<file path="src/rtl/pmem_line_arbiter.sv">
// Arbitrates one physical-memory line port between demand and prefetch; demand wins unless prefetch has aged out.
// Grant is visible on pmem_* one cycle after the request; requesters hold their level request until resp (no other backpressure).
module pmem_line_arbiter #(
  parameter int WIDTH   = 256,
  parameter int AGE_MAX = 4
) (
  input  logic             clk,
  input  logic             reset,
  input  logic             dem_read,
  input  logic             dem_write,
  input  logic [31:0]      dem_address,
  input  logic [WIDTH-1:0] dem_wdata,
  output logic [WIDTH-1:0] dem_rdata,
  output logic             dem_resp,
  input  logic             pf_read,
  input  logic [31:0]      pf_address,
  output logic [WIDTH-1:0] pf_rdata,
  output logic             pf_resp,
  output logic             pmem_read,
  output logic             pmem_write,
  output logic [31:0]      pmem_address,
  output logic [WIDTH-1:0] pmem_wdata,
  input  logic [WIDTH-1:0] pmem_rdata,
  input  logic             pmem_resp
);

  localparam int AW = $clog2(AGE_MAX + 1);
  localparam logic [AW-1:0] AGE_LIM = AW'(AGE_MAX);

  typedef enum logic [1:0] {IDLE, DEM_BUSY, PF_BUSY, DONE} state_t;

  state_t           state_q, state_d;
  logic [AW-1:0]    age_q, age_d;
  logic             rd_q, rd_d;
  logic             wr_q, wr_d;
  logic [31:0]      addr_q, addr_d;
  logic [WIDTH-1:0] wdata_q, wdata_d;
  logic [WIDTH-1:0] line_q, line_d;
  logic             dem_resp_q, dem_resp_d;
  logic             pf_resp_q, pf_resp_d;
  logic             dem_req;

  assign dem_req = dem_read | dem_write;

  always_comb begin
    state_d    = state_q;
    age_d      = age_q;
    rd_d       = rd_q;
    wr_d       = wr_q;
    addr_d     = addr_q;
    wdata_d    = wdata_q;
    line_d     = line_q;
    dem_resp_d = 1'b0;
    pf_resp_d  = 1'b0;
    case (state_q)
      IDLE: begin
        // An aged-out prefetch overrides demand priority.
        if (pf_read && (age_q == AGE_LIM || !dem_req)) begin
          state_d = PF_BUSY;
          rd_d    = 1'b1;
          wr_d    = 1'b0;
          addr_d  = pf_address;
          age_d   = '0;
        end else if (dem_req) begin
          state_d = DEM_BUSY;
          wr_d    = dem_write;
          rd_d    = !dem_write;
          addr_d  = dem_address;
          wdata_d = dem_wdata;
          if (!pf_read) begin
            age_d = '0;
          end else if (age_q != AGE_LIM) begin
            age_d = age_q + AW'(1);
          end
        end else begin
          age_d = '0;
        end
      end
      DEM_BUSY, PF_BUSY: begin
        if (pmem_resp) begin
          state_d    = DONE;
          line_d     = pmem_rdata;
          rd_d       = 1'b0;
          wr_d       = 1'b0;
          dem_resp_d = (state_q == DEM_BUSY);
          pf_resp_d  = (state_q == PF_BUSY);
        end
      end
      DONE:    state_d = IDLE;
      default: state_d = IDLE;
    endcase
  end

  always_ff @(posedge clk) begin
    if (reset) begin
      state_q    <= IDLE;
      age_q      <= '0;
      rd_q       <= 1'b0;
      wr_q       <= 1'b0;
      addr_q     <= '0;
      wdata_q    <= '0;
      line_q     <= '0;
      dem_resp_q <= 1'b0;
      pf_resp_q  <= 1'b0;
    end else begin
      state_q    <= state_d;
      age_q      <= age_d;
      rd_q       <= rd_d;
      wr_q       <= wr_d;
      addr_q     <= addr_d;
      wdata_q    <= wdata_d;
      line_q     <= line_d;
      dem_resp_q <= dem_resp_d;
      pf_resp_q  <= pf_resp_d;
    end
  end

  assign pmem_read    = rd_q;
  assign pmem_write   = wr_q;
  assign pmem_address = addr_q;
  assign pmem_wdata   = wdata_q;
  assign dem_rdata    = line_q;
  assign pf_rdata     = line_q;
  assign dem_resp     = dem_resp_q;
  assign pf_resp      = pf_resp_q;

endmodule

</file>
<file path="config.mk">
export PLATFORM = sky130hd
export DESIGN_NAME = pmem_line_arbiter
export DESIGN_NICKNAME = d
export VERILOG_FILES = /design/src/rtl/pmem_line_arbiter.sv
export SDC_FILE = /design/constraint.sdc
export NUM_CORES = 1
export LEC_CHECK = 0
export BUFFER_PORTS_ARGS = -buffer_cell sky130_fd_sc_hd__buf_4
export CORE_AREA = 2 2 533 535
export CTS_CLUSTER_SIZE = 30
export DETAILED_ROUTE_END_ITERATION = 16
export DIE_AREA = 0 0 535 537
export GPL_TIMING_DRIVEN = 0
export PLACE_DENSITY_LB_ADDON = 0.08
export RECOVER_POWER = 25
export SYNTH_ARGS = -nofsm -noshare
export SYNTH_HDL_FRONTEND = slang
export SYNTH_SLANG_ARGS = --single-unit
</file>
<file path="constraint.sdc">
create_clock -name clk -period 4.1 [get_ports clk]
set_clock_uncertainty 0.05 [all_clocks]
set_input_delay 0 -clock clk [delete_from_list [all_inputs] [get_ports clk]]
set_output_delay 0 -clock clk [all_outputs]
set_load 0.02 [all_outputs]
</file>
Word-level counts from Yosys, hierarchy flattened
Index checks and enable logic that the tools add are counted.

Reduce and logical (&&, ||, !) cells: 15. Bitwise logic cells: 4. Equal/unequal tests: 8. Multiplexer cells: 17. Add/subtract/negate cells: 1.

Operators with widths (number): 32-bit 2-to-1 mux (2); 3-bit 2-to-1 mux (4); 2-bit AND reduction (4); 2-bit 2-to-1 mux (3); 3-bit inequality test (second input constant) (2); 2-bit one-hot mux with 3 select lines (1); 3-bit AND reduction (2); 1-bit 2-to-1 mux (5); 2-bit equality test (second input constant) (2); 4-bit by 2-bit inequality test with 1-bit output (second input constant) (1); 1-bit one-hot mux with 2 select lines (2); 2-bit nonzero test (2); 3-bit by 1-bit adder with 3-bit output (second input constant) (1); 3-bit equality test (second input constant) (1); 1-bit NOT (3); 3-bit OR reduction (1); 2-bit by 1-bit equality test with 1-bit output (second input constant) (1); 1-bit zero test (2); 2-bit zero test (1); 2-bit inequality test (second input constant) (1); 2-bit OR reduction (1); 1-bit logical AND (1); 1-bit logical OR (1); 1-bit bitwise OR (1).

Output and inout port bits: 804. Register bits: 553. Logic and storage cells: 54. Input port bits: 582.

Longest topological paths before layout
Gate-level depths: netlist of the first run.

Depth after elaboration: 6. Gate-level depth with buffers: 9. Depth with buffers taken out: 6.

Least setup slack after synthesis of the first run
Ideal clock, no wire load.

Kind: reg2reg. Start point: register state_q[0]. End point: register line_q[227], in the netlist dem_rdata[227]. Setup time: 0.070 ns. Cell stages (with the launch flop): 8. Arrival: 1.544 ns. Slack: 2.436 ns. Data required time: 3.980 ns. Path buffers: 2. Clock period less this slack: 1.664 ns. Cells stage by stage: dfxtp_1 inv_1 ha_1 nand2_1 buf_2 clkbuf_1 nand2_1 a21oi_1.

Word-level cells in the longest chain between the ends: 3. Elaborated cells between the ends (all ways): 4. Those cells by class: 2 x eq/ne; 2 x reduce/logical.

Ends and longest elaborated chain: from (decl) (RTL line 32) `state_t state_q, state_d;`; from (signal assigned) (RTL line 106) `state_q <= state_d;`; 2-bit by 1-bit equality test with 1-bit output or 2-bit equality test (tied branches) (RTL line 55) `case (state_q)`; 2-bit OR reduction * (RTL line 55); 2-bit AND reduction (no source line) *; to (signal assigned) (RTL line 112) `line_q <= line_d;`; to (decl) (RTL line 38) `logic [WIDTH-1:0] line_q, line_d;`.

Every way passes the cells marked *; elsewhere a longest branch is shown, timed or not. A chain may end at the register's enable or synchronous reset.

Worst setup path in the final report of the first run
Start point: register state_q[1]. End point: register line_q[11], in the netlist dem_rdata[11].

Same word-level chain as after synthesis.

==> results.py, run 1 <==
metrics = {
    "timing": {
        "timing.final.crit_period_ns": 3.053,
        "tightest_slew_ns": 1.119,
        "finalSetupViolCount": 0,
        "max_freq_ghz": 0.3276,
        "period_share_pct": 74.46,
        "hold_violations": 0,
        "rsz0062_at_grt": "no",
        "drv_slew": 0,
        "slew_headroom_pct": 25.38,
        "setup_tns_ns": 0,
    },
    "worst_setup_path": {
        "r2r_start": "state_q[1]$_SDFFE_PP0P_",
        "slowest_delay_ns": 0.87,
        "cpMostUsedCell": "clkbuf_1",
        "startpoint_type": "flip-flop",
        "path_cells": "inv_1 -> ha_1 -> and2_1 -> clkbuf_1 -> clkbuf_1 -> nand2_1 -> a21oi_1",
        "cp-end-kind": "flip-flop",
        "crit_start": "state_q[1]$_SDFFE_PP0P_",
        "crit_path_max_fanout": 10,
        "worstSetupPathType": "flip-flop to flip-flop",
        "worstPathRequired_ns": 4.67,
        "arrival_ns": 3.63,
        "slowest_stage": "clkbuf_1",
    },
    "floorplanning": {
        "die_w_um": 535,
        "rows": 195,
        "die_y_um": 537,
        "dieArea_um2": 287300,
        "core_um2": 281300,
        "initial_core_util_pct": 7.606,
        "io_pins": 1386,
    },
    "clock_network": {
        "cts-root-buf": "clkbuf_16",
        "cts_buffer_depth": 3,
        "htree_levels": 3,
        "clock_sinks": 553,
        "insertion_delay_ns": 0.70,
        "path_clk_slew_ns": 0.06,
        "post_cts_buffers": 0,
        "cts_tree": "yes",
        "numCtsBuffers": 85,
    },
    "global_route": {
        "grtUsageTotal_pct": 12.55,
        "grt_overflow": 0,
        "grt_pass1_wl_mm": 248.6,
        "grt_pass1_vias": 28840,
        "grt_max_degree": 14,
        "antenna_found_initial": 64,
    },
    "layout": {
        "area_delta_synth_final_pct": 123.8,
        "stdcell_area_um2": 47890,
        "fillerInstances": 32420,
        "layout.nets": 5748,
        "layout-drive-gt1-share_pct": 29.20,
    },
    "synthesis": {
        "synthSimpleGateAreaFrac_pct": 20.43,
        "synth_cells": 2718,
        "synth_top_family_by_area": "simple AND/OR/NAND/NOR gates",
        "synth_xor_area_share_pct": 0,
        "synth-seq-cells": 553,
        "synth-seq-area-share_pct": 51.74,
        "syn_area_um2": 21400,
        "synthAdderAreaFrac_pct": 0.3509,
        "synth_nets": 3306,
        "synth_compound_area_share_pct": 13.62,
        "avgSynthCellArea_um2": 7.872,
        "yosys_warnings": 0,
        "ys_types": 32,
        "muxShareOfSynthArea_pct": 0.04678,
    },
    "routing": {
        "drt-initial-drc-count": 980,
        "vias": 27670,
        "ant_nets": 0,
        "route.detailed.drc": 0,
        "wire_per_inst_um": 20.85,
        "drt-total-wl_mm": 187.8,
        "first_pass_iters": 5,
        "via_per_inst": 3.072,
    },
    "worst_hold_path": {
        "hold_class": "primary input to flip-flop",
        "min_from": "pmem_rdata[205]",
    },
    "outcome": {
        "status": "finished, final reports clean",
    },
    "placed_design": {
        "place_hpwl_mm": 158.8,
        "place_congestion": 0.7638,
        "dpl_cell_area_um2": 36500,
        "io_buffers": 1384,
    },
    "run": {
        "cap_violations": 0,
    },
    "power_and_ir_drop": {
        "peakVddDrop_mv": 0.3022,
        "power_leakage_nw": 19.91,
        "p_per_area_nw_per_um2": 600.1,
    },
}
[registers in the layout, indices dropped and copies added, names as in the netlist]
signal,cells
pmem_wdata,256
age_q,3
dem_rdata,256
pmem_address,32
pmem_write,1
state_q,2
pf_resp,1
pmem_read,1
dem_resp,1
[stage by stage]
stage | hold WS (ns) | setup WS (ns) | power (W) | std cells | util [%]
finish | 0.08884 | 1.047 | 0.02874 | 9008 | 17.02
floorplan | 0.08599 | 2.436 | 0.01416 | 2718 | -
global placement | 0.1991 | -0.2431 | 0.02149 | 7845 | 12.96
CTS | 0.0001021 | 0.8626 | 0.03046 | 8969 | 17.44
global route | 0.04501 | 0.7244 | 0.03071 | 9000 | 17.02
detailed placement | 0.2048 | 0.6020 | 0.02142 | 7846 | 12.97
[worst paths after layout]
path | endpoint | slack (ns) | cells past startpoint
worst max-delay path | dem_rdata[11]$_SDFFE_PP0P_ | 1.05 | 7
worst min-delay path | dem_rdata[205]$_SDFFE_PP0P_ | 0.09 | 4
worst max register to register | dem_rdata[11]$_SDFFE_PP0P_ | 1.05 | 7
worst min register to register | pmem_wdata[6]$_SDFFE_PP0P_ | 0.40 | 2
[critical path, delay by kind of cell, from the launching register on]
kind            cells  cell delay (ns)
compound gates      1             0.22
flops               1             0.36
buf+inv             3             1.26
fa+ha+maj           1             0.49
simple gates        2             0.58
[kinds of logic after synthesis]
| family | Yosys count |
|---|---|
| buffers and inverters | 452 |
| adder cells (fa/ha/maj) | 6 |
| AND/OR/NAND/NOR | 1152 |
| AO/OA/AOI/OAI | 554 |
| multiplexers | 1 |
| flip-flops | 553 |
[report_power, final]
group | switching [W] | internal [W]
sequential | 0.00138 | 0.00674
combinational | 0.00813 | 0.00479
clock | 0.00317 | 0.00453
total | 0.0127 | 0.0161
[layout make-up]
type | instances | area [um2] | share of cell area (%)
Antenna cell | 39 | 97.59 | 0.2038
Clock inverter | 24 | 392.9 | 0.8204
Tap cell | 3743 | 4683 | 9.779
Clock buffer | 129 | 2462 | 5.142
Multi-Input combinational cell | 1713 | 7370 | 15.39
Sequential cell | 553 | 11070 | 23.12
Buffer | 446 | 2937 | 6.132
Timing Repair Buffer | 2355 | 18850 | 39.37
Inverter | 6 | 22.52 | 0.04703
[per-layer routing]
metal  part of all wire (%)  vias to the layer above  global-route usage (%)
li1                       -                    13480                       -
met1                     38                    12950                   13.68
met2                     51                     1035                   23.10
met3                    8.4                      188                   4.379
met4                    1.9                       20                   2.871
met5                  0.071                        -                       0
[cells in the mapped netlist, drive strengths merged]
master | instances | area share, %
a21oi | 513 | 12
a221oi | 1 | 0.041
a22oi | 2 | 0.070
a311oi | 32 | 1.3
a31oi | 1 | 0.029
a32oi | 1 | 0.041
and2 | 2 | 0.058
and3 | 1 | 0.029
and4 | 1 | 0.041
buf | 355 | 12
clkbuf | 91 | 1.6
dfxtp | 553 | 52
ha | 6 | 0.35
inv | 6 | 0.11
mux2i | 1 | 0.047
nand2 | 1094 | 19
nand3 | 2 | 0.047
nand3b | 1 | 0.035
nand4 | 1 | 0.029
nor2 | 41 | 0.72
nor2b | 2 | 0.058
nor3 | 2 | 0.047
nor3b | 2 | 0.070
nor4b | 1 | 0.041
o21ai | 2 | 0.047
o2bb2ai | 1 | 0.041
o31a | 1 | 0.041
or2 | 1 | 0.029
or3 | 1 | 0.029
[layout by cell type (no fill, tap or decap), types with 27 or more instances in the layout]
| master | netlist | layout |
|---|---|---|
| clkbuf_16 | 0 | 85 |
| dlygate4sd3_1 | 0 | 970 |
| dfxtp_1 | 553 | 553 |
| nor2_1 | 41 | 41 |
| a21oi_1 | 513 | 513 |
| buf_4 | 260 | 1305 |
| buf_2 | 64 | 64 |
| a311oi_1 | 32 | 32 |
| clkbuf_1 | 91 | 454 |
| diode_2 | 0 | 39 |
| nand2_1 | 1094 | 1094 |
| buf_6 | 27 | 27 |
[repair_timing]
action,4_1_cts,5_1_grt
resized for setup,0,0
hold buffers,970,0
hold endpoints to repair,551,0
No activity file was read; power rests on OpenSTA's default activity.
==> inputs of run 2 (changes only) <==
--- a/config.mk
+++ b/config.mk
@@ -6,10 +6,10 @@
 export NUM_CORES = 1
 export LEC_CHECK = 0
 export BUFFER_PORTS_ARGS = -buffer_cell sky130_fd_sc_hd__buf_4
-export CORE_AREA = 2 2 533 535
+export CORE_AREA = 2 2 546 548
 export CTS_CLUSTER_SIZE = 30
 export DETAILED_ROUTE_END_ITERATION = 16
-export DIE_AREA = 0 0 535 537
+export DIE_AREA = 0 0 548 550
 export GPL_TIMING_DRIVEN = 0
 export PLACE_DENSITY_LB_ADDON = 0.08
 export RECOVER_POWER = 25
==> constraint.sdc (replaced) <==
create_clock -name clk -period 2.8 [get_ports clk]
set_clock_uncertainty 0.05 [all_clocks]
set_input_delay 0 -clock clk [delete_from_list [all_inputs] [get_ports clk]]
set_output_delay 0 -clock clk [all_outputs]
set_load 0.02 [all_outputs]
==> run 2 against run 1 <==
Count of clock-buffer cells in the layout unchanged; power up 44%; global-route usage fell by 0.38 points; sequential share of layout area increased by 1.1 points; design area shrank 4.5%; largest power group unchanged.
==> results.py, run 2 (synthesis gave the netlist of run 1 again) <==
metrics = {
    "global_route": {
        "grt_overflow": 0,
        "grt_pass1_wl_mm": 251.7,
        "grt_max_degree": 14,
        "antenna_found_initial": 66,
        "grtUsageTotal_pct": 12.17,
        "grt_pass1_vias": 28050,
    },
    "placed_design": {
        "place_hpwl_mm": 162.3,
        "dpl_cell_area_um2": 36720,
        "pre_cts_ws_ns": -0.4674,
        "place_congestion": 0.7697,
        "io_buffers": 1384,
    },
    "routing": {
        "wire_per_inst_um": 21.31,
        "route.detailed.drc": 0,
        "first_pass_iters": 5,
        "via_per_inst": 2.975,
        "drt-initial-drc-count": 842,
        "ant_nets": 0,
        "vias": 26670,
        "drt-total-wl_mm": 191.0,
    },
    "floorplanning": {
        "io_pins": 1386,
        "die_y_um": 550,
        "rows": 200,
        "die_w_um": 548,
        "initial_core_util_pct": 7.240,
        "dieArea_um2": 301400,
        "core_um2": 295500,
    },
    "clock_network": {
        "post_cts_buffers": 0,
        "clock_sinks": 553,
        "cts-root-buf": "clkbuf_16",
        "htree_levels": 3,
        "cts_buffer_depth": 3,
        "path_clk_slew_ns": 0.06,
        "insertion_delay_ns": 0.70,
        "cts_tree": "yes",
        "numCtsBuffers": 85,
    },
    "timing": {
        "tightest_slew_ns": 1.197,
        "slew_headroom_pct": 20.20,
        "hold_violations": 0,
        "max_freq_ghz": 0.3841,
        "finalSetupViolCount": 0,
        "rsz0062_at_grt": "no",
        "fin_ws_ns": 0.1966,
        "period_share_pct": 92.98,
        "drv_slew": 0,
        "timing.final.crit_period_ns": 2.603,
        "fin_hold_ws_ns": 0.08355,
    },
    "worst_hold_path": {
        "min_from": "pmem_rdata[18]",
        "hold_path_depth": 4,
        "min_to": "dem_rdata[18]$_SDFFE_PP0P_",
        "hold_class": "primary input to flip-flop",
    },
    "worst_setup_path": {
        "worstSetupPathType": "flip-flop to flip-flop",
        "reg2reg_setup_slack_ns": 0.20,
        "cp-end-kind": "flip-flop",
        "reg2reg_to": "pmem_address[2]$_SDFFE_PP0P_",
        "worstPathRequired_ns": 3.39,
        "crit_path_max_fanout": 6,
        "startpoint_type": "flip-flop",
        "reg2reg_depth": 8,
        "r2r_start": "age_q[0]$_SDFFE_PP0P_",
        "arrival_ns": 3.20,
    },
    "power_and_ir_drop": {
        "switchingPower_w": 0.01853,
        "pwr-share-seq_pct": 28.8,
        "pwr-share-clk_pct": 26.4,
        "power_frac_comb_pct": 44.8,
        "p_per_area_nw_per_um2": 906.1,
        "power_leakage_nw": 18.93,
        "swShare_pct": 44.71,
        "internal_power_w": 0.02292,
        "peakVddDrop_mv": 0.6835,
    },
    "layout": {
        "postLayoutCoreUtil_pct": 15.48,
        "area_delta_synth_final_pct": 113.8,
        "layout-drive-gt1-share_pct": 30.74,
        "layout.nets": 5520,
        "final_common_cell": "buf_4",
        "stdcell_area_um2": 45750,
        "final_cell_mix": "1309 x buf_4, 1092 x nand2_1, 744 x dlygate4sd3_1",
    },
    "run": {
        "cap_violations": 0,
    },
    "outcome": {
        "status": "finished, final reports clean",
    },
}
## run 2: layer usage
layer / routed length (um) / share of wire [%] / GRT usage (%)
met5: 80 / 0.042 / 0
met1: 76050 / 40 / 13.66
met4: 3007 / 1.6 / 2.066
met3: 17170 / 9.0 / 4.878
met2: 94720 / 50 / 21.74
## run 2: stage by stage
step | total power, W | std cells | setup TNS, ns
5_1_grt | 0.04438 | 8960 | 0
4_1_cts | 0.04397 | 8933 | 0
2_1_floorplan | 0.02074 | 2718 | 0
3_3_place_gp | 0.03153 | 8041 | -133.17
6_report | 0.04145 | 8965 | 0
3_5_place_dp | 0.03143 | 8041 | -54.38
## run 2: how the worst max path moves through the flow
stage | start | end | slack, ns | depth (start not counted)
6_report | age_q[0]$_SDFFE_PP0P_ | pmem_address[2]$_SDFFE_PP0P_ | 0.20 | 8
5_1_grt | state_q[0]$_SDFFE_PP0P_ | pmem_address[7]$_SDFFE_PP0P_ | 0.03 | 8
4_1_cts | state_q[0]$_SDFFE_PP0P_ | dem_rdata[142]$_SDFFE_PP0P_ | 0.03 | 7
3_5_place_dp | reset | pmem_wdata[204]$_SDFFE_PP0P_ | -0.47 | 5
3_3_place_gp | reset | pmem_wdata[200]$_SDFFE_PP0P_ | -1.11 | 5
2_1_floorplan | state_q[0]$_SDFFE_PP0P_ | dem_rdata[227]$_SDFFE_PP0P_ | 1.14 | 7
## run 2: critical path, cell delays in order, from the launching register on
cell and delay (ns):
dfxtp_1 0.34, inv_1 0.07, ha_1 0.25, o2bb2ai_1 0.19, nand2_2 0.21, nand2_1 0.07
dlygate4sd3_1 0.55, a311oi_1 0.24, dlygate4sd3_1 0.58
## run 2: repair_timing
action                                 4_1_cts  5_1_grt
endpoints found under the hold margin      551        0
gates resized for setup                      8       25
hold buffers                               744        0
setup endpoints to repair                  142      150
pin swaps                                    0        0
## run 2: power groups by stage
stage                     logic (W)  registers (W)  clock network [W]
after floorplan             0.00726         0.0135                  0
after global placement       0.0193         0.0122                  0
after detailed placement     0.0191         0.0123                  0
after CTS                    0.0203         0.0122             0.0115
after global routing         0.0203         0.0123             0.0118
final                        0.0186         0.0119             0.0109
## run 2: area by class of cell
class,instances,area [um2]
Fill cell,34300,249800
Timing Repair Buffer,2128,16560
Sequential cell,553,11070
Multi-Input combinational cell,1713,7375
Tap cell,3939,4928
Buffer,445,2967
Clock buffer,129,2442
Clock inverter,19,296.5
Antenna cell,33,82.58
Inverter,6,22.52
==> inputs of run 3 (changes only) <==
--- a/config.mk
+++ b/config.mk
@@ -5,11 +5,12 @@
 export SDC_FILE = /design/constraint.sdc
 export NUM_CORES = 1
 export LEC_CHECK = 0
+export ABC_AREA = 1
 export BUFFER_PORTS_ARGS = -buffer_cell sky130_fd_sc_hd__buf_4
-export CORE_AREA = 2 2 546 548
+export CORE_AREA = 2 2 543 545
 export CTS_CLUSTER_SIZE = 30
 export DETAILED_ROUTE_END_ITERATION = 16
-export DIE_AREA = 0 0 548 550
+export DIE_AREA = 0 0 545 547
 export GPL_TIMING_DRIVEN = 0
 export PLACE_DENSITY_LB_ADDON = 0.08
 export RECOVER_POWER = 25
==> run 3 against run 2 <==
Flip-flop and latch count unchanged; utilization up 0.23 points; global-route usage down 0.76 points; synthesized area up 1.4%; setup slack worse by 0.033 ns; sequential share of layout area down 0.11 points; count of clock-buffer cells in the layout up 10; register-to-register slack worse by 0.03 ns; final cell count up 0.98%; fmax down 1.2%; first-iteration DRC count up 13%; routed wire length down 7.0%; largest power group unchanged.
==> results.py, run 3 <==
metrics = {
    "floorplanning": {
        "initial_core_util_pct": 7.417,
        "die_y_um": 547,
        "die_w_um": 545,
        "core_um2": 292600,
        "rows": 199,
        "dieArea_um2": 298100,
        "io_pins": 1386,
    },
    "synthesis": {
        "syn_area_um2": 21700,
        "synthFlopType": "dfxtp_1",
        "synth-seq-area-share_pct": 51.02,
        "synth_edf_count": 0,
        "avgSynthCellArea_um2": 7.673,
        "ys_types": 23,
        "synth_top_area_share_pct": 51.02,
        "synthArstFlopShare_pct": 0,
        "synth_nets": 3416,
        "synth_area_leader_cell": "dfxtp_1",
        "synth_cells": 2828,
        "netlist_top_cells_count": "1095 x nor2_1, 553 x dfxtp_1, 463 x o21ai_0",
        "yosys_warnings": 0,
        "yosysMostFrequentCell": "nor2_1",
        "synth-seq-cells": 553,
        "synth_area_leaders": "dfxtp_1 51%, nor2_1 19%, o21ai_0 11%, buf_4 9.1%, clkbuf_1 1.6%",
    },
    "layout": {
        "layout.nets": 5615,
        "area_delta_synth_final_pct": 111.8,
        "final_common_cell": "buf_4",
        "stdcell_area_um2": 45960,
        "fillerInstances": 33950,
        "stdcell_count": 9053,
        "final_cell_mix": "1311 x buf_4, 1095 x nor2_1, 728 x dlygate4sd3_1",
        "layout-drive-gt1-share_pct": 30.32,
    },
    "global_route": {
        "antenna_found_initial": 61,
        "grt_pass1_vias": 27480,
        "grt_pass1_wl_mm": 234.8,
        "grtUsageTotal_pct": 11.42,
        "grt_overflow": 0,
        "grt_max_degree": 14,
    },
    "outcome": {
        "status": "finished, final reports clean",
    },
    "worst_hold_path": {
        "min_from": "dem_wdata[40]",
        "min_to": "pmem_wdata[40]$_SDFFE_PP0P_",
        "hold_class": "primary input to flip-flop",
        "hold_path_depth": 4,
    },
    "placed_design": {
        "io_buffers": 1384,
        "dp_cells": 8131,
        "dpl_cell_area_um2": 37000,
        "place_congestion": 0.7590,
        "place_hpwl_mm": 148.6,
    },
    "worst_setup_path": {
        "path_buf_inv": 4,
        "worstSetupPathType": "flip-flop to flip-flop",
        "reg2reg_depth": 9,
        "worstPathRequired_ns": 3.38,
        "reg2reg_to": "pmem_write$_SDFFE_PP0P_",
        "slowest_stage": "dlygate4sd3_1",
        "startpoint_type": "flip-flop",
        "path_cells": "inv_1 -> ha_4 -> inv_1 -> or2_2 -> nand3_1 -> dlygate4sd3_1 -> nand2_1 -> a21oi_1 -> dlygate4sd3_1",
        "r2r_start": "state_q[1]$_SDFFE_PP0P_",
        "cp_top_family": "buffers and inverters",
        "cp-end-kind": "flip-flop",
        "crit_path_max_fanout": 4,
        "slowest_delay_ns": 0.57,
        "arrival_ns": 3.22,
        "reg2reg_setup_slack_ns": 0.16,
    },
    "routing": {
        "drt-initial-drc-count": 952,
        "first_pass_iters": 5,
        "wire_per_inst_um": 19.62,
        "vias": 26510,
        "drt-total-wl_mm": 177.6,
        "ant_nets": 0,
        "via_per_inst": 2.928,
        "route.detailed.drc": 0,
    },
    "power_and_ir_drop": {
        "p_per_area_nw_per_um2": 1029,
        "power_leakage_nw": 19.83,
        "peakVddDrop_mv": 0.4324,
    },
    "clock_network": {
        "insertion_delay_ns": 0.69,
        "htree_levels": 3,
        "cts_tree": "yes",
        "numCtsBuffers": 85,
        "path_clk_slew_ns": 0.06,
        "clock_sinks": 553,
        "post_cts_buffers": 0,
        "cts_buffer_depth": 3,
        "cts-root-buf": "clkbuf_16",
    },
    "timing": {
        "rsz0062_at_grt": "no",
        "tightest_slew_ns": 1.012,
        "hold_violations": 0,
        "period_share_pct": 94.15,
        "timing.final.crit_period_ns": 2.636,
        "drv_slew": 0,
        "finalSetupViolCount": 0,
        "max_freq_ghz": 0.3793,
        "slew_headroom_pct": 32.50,
    },
    "run": {
        "cap_violations": 0,
    },
}
-- run 3: cell count changes in the layout (fill, tap and decap cells not counted), sizes merged, moves of 5 or more --
cell	delta
dlygate4sd3	-16
a311oi	-32
nor2	+1055
nand2	-1008
a21oi	-507
inv	+42
clkbuf	+9
o21ai	+511
diode	+5
nand3	+66
-- run 3: metal layers --
metal  part of all wire (%)  track usage [%]
met2                     50            20.48
met1                     40            12.99
met4                    2.5            2.927
met5                  0.051                0
met3                    7.7            3.464
-- run 3: stage by stage --
stage	setup WS (ns)	setup TNS (ns)	hold WS [ns]	power, W	utilization, %
CTS	-0.01052	-0.01607	0.0001079	0.05020	16.10
global route	0.07304	0	0.04661	0.05070	15.70
detailed placement	-0.7755	-44.82	0.1911	0.03746	12.65
floorplan	1.156	0	0.09735	0.02475	-
finish	0.1638	0	0.08384	0.04731	15.71
global placement	-1.366	-51.74	0.1886	0.03761	12.64
-- run 3: layout make-up --
type | count | area [um2] | area share [%]
Tap cell | 3919 | 4903 | 10.67
Buffer | 445 | 2940 | 6.398
Timing Repair Buffer | 2112 | 16400 | 35.70
Sequential cell | 553 | 11070 | 24.09
Clock buffer | 139 | 2571 | 5.595
Inverter | 48 | 182.7 | 0.3975
Antenna cell | 38 | 95.09 | 0.2069
Multi-Input combinational cell | 1782 | 7547 | 16.42
Clock inverter | 17 | 241.5 | 0.5255
-- run 3: what timing repair did --
item | 4_1_cts | 5_1_grt
hold buffers | 728 | 0
gates resized for setup | 12 | 7
hold endpoints to repair | 551 | 0
gates cloned | 0 | 0
setup endpoints to repair | 123 | 16
-- run 3: cells by family (layout without fill, tap and decap cells) --
group / count (synthesis) / count (layout) / share of synthesized area [%]
AOI/OAI and AO/OA: 519 / 519 / 11.97
xor gates and xnor gates: 1 / 1 / 0.04037
adders and majority gates: 6 / 6 / 0.3460
buffers and inverters: 493 / 2761 / 14.28
DFF: 553 / 553 / 51.02
other: 0 / 38 / 0
and+or+nand+nor: 1256 / 1256 / 22.34
-- run 3: worst register-to-register path, delay by kind of cell (launching register included) --
kind | cells | cell delay (ns)
AO/OA/AOI/OAI | 1 | 0.14
adder cells (fa/ha/maj) | 1 | 0.30
flip-flops | 1 | 0.36
AND/OR/NAND/NOR | 3 | 0.44
buffers and inverters | 4 | 1.30
-- run 3: worst max path at each step --
stage                     slack [ns]               startpoint                     endpoint  depth (start not counted)
after CTS                      -0.01  state_q[1]$_SDFFE_PP0P_  dem_rdata[207]$_SDFFE_PP0P_                          7
after global placement         -1.37  state_q[1]$_SDFFE_PP0P_  dem_rdata[220]$_SDFFE_PP0P_                          7
after floorplan                 1.16  state_q[0]$_SDFFE_PP0P_  dem_rdata[218]$_SDFFE_PP0P_                          7
after detailed placement       -0.78  state_q[1]$_SDFFE_PP0P_  dem_rdata[207]$_SDFFE_PP0P_                          7
after global routing            0.07  state_q[1]$_SDFFE_PP0P_      pmem_write$_SDFFE_PP0P_                          9
final                           0.16  state_q[1]$_SDFFE_PP0P_      pmem_write$_SDFFE_PP0P_                          9
-- run 3: where the power goes --
part           internal [W]  leakage, nW  total, W  switching, W
Combinational       0.00875         13.9    0.0227        0.0139
Clock               0.00639         1.36    0.0110       0.00464
Sequential           0.0107         4.57    0.0136       0.00293
Total                0.0258         19.8    0.0473        0.0215
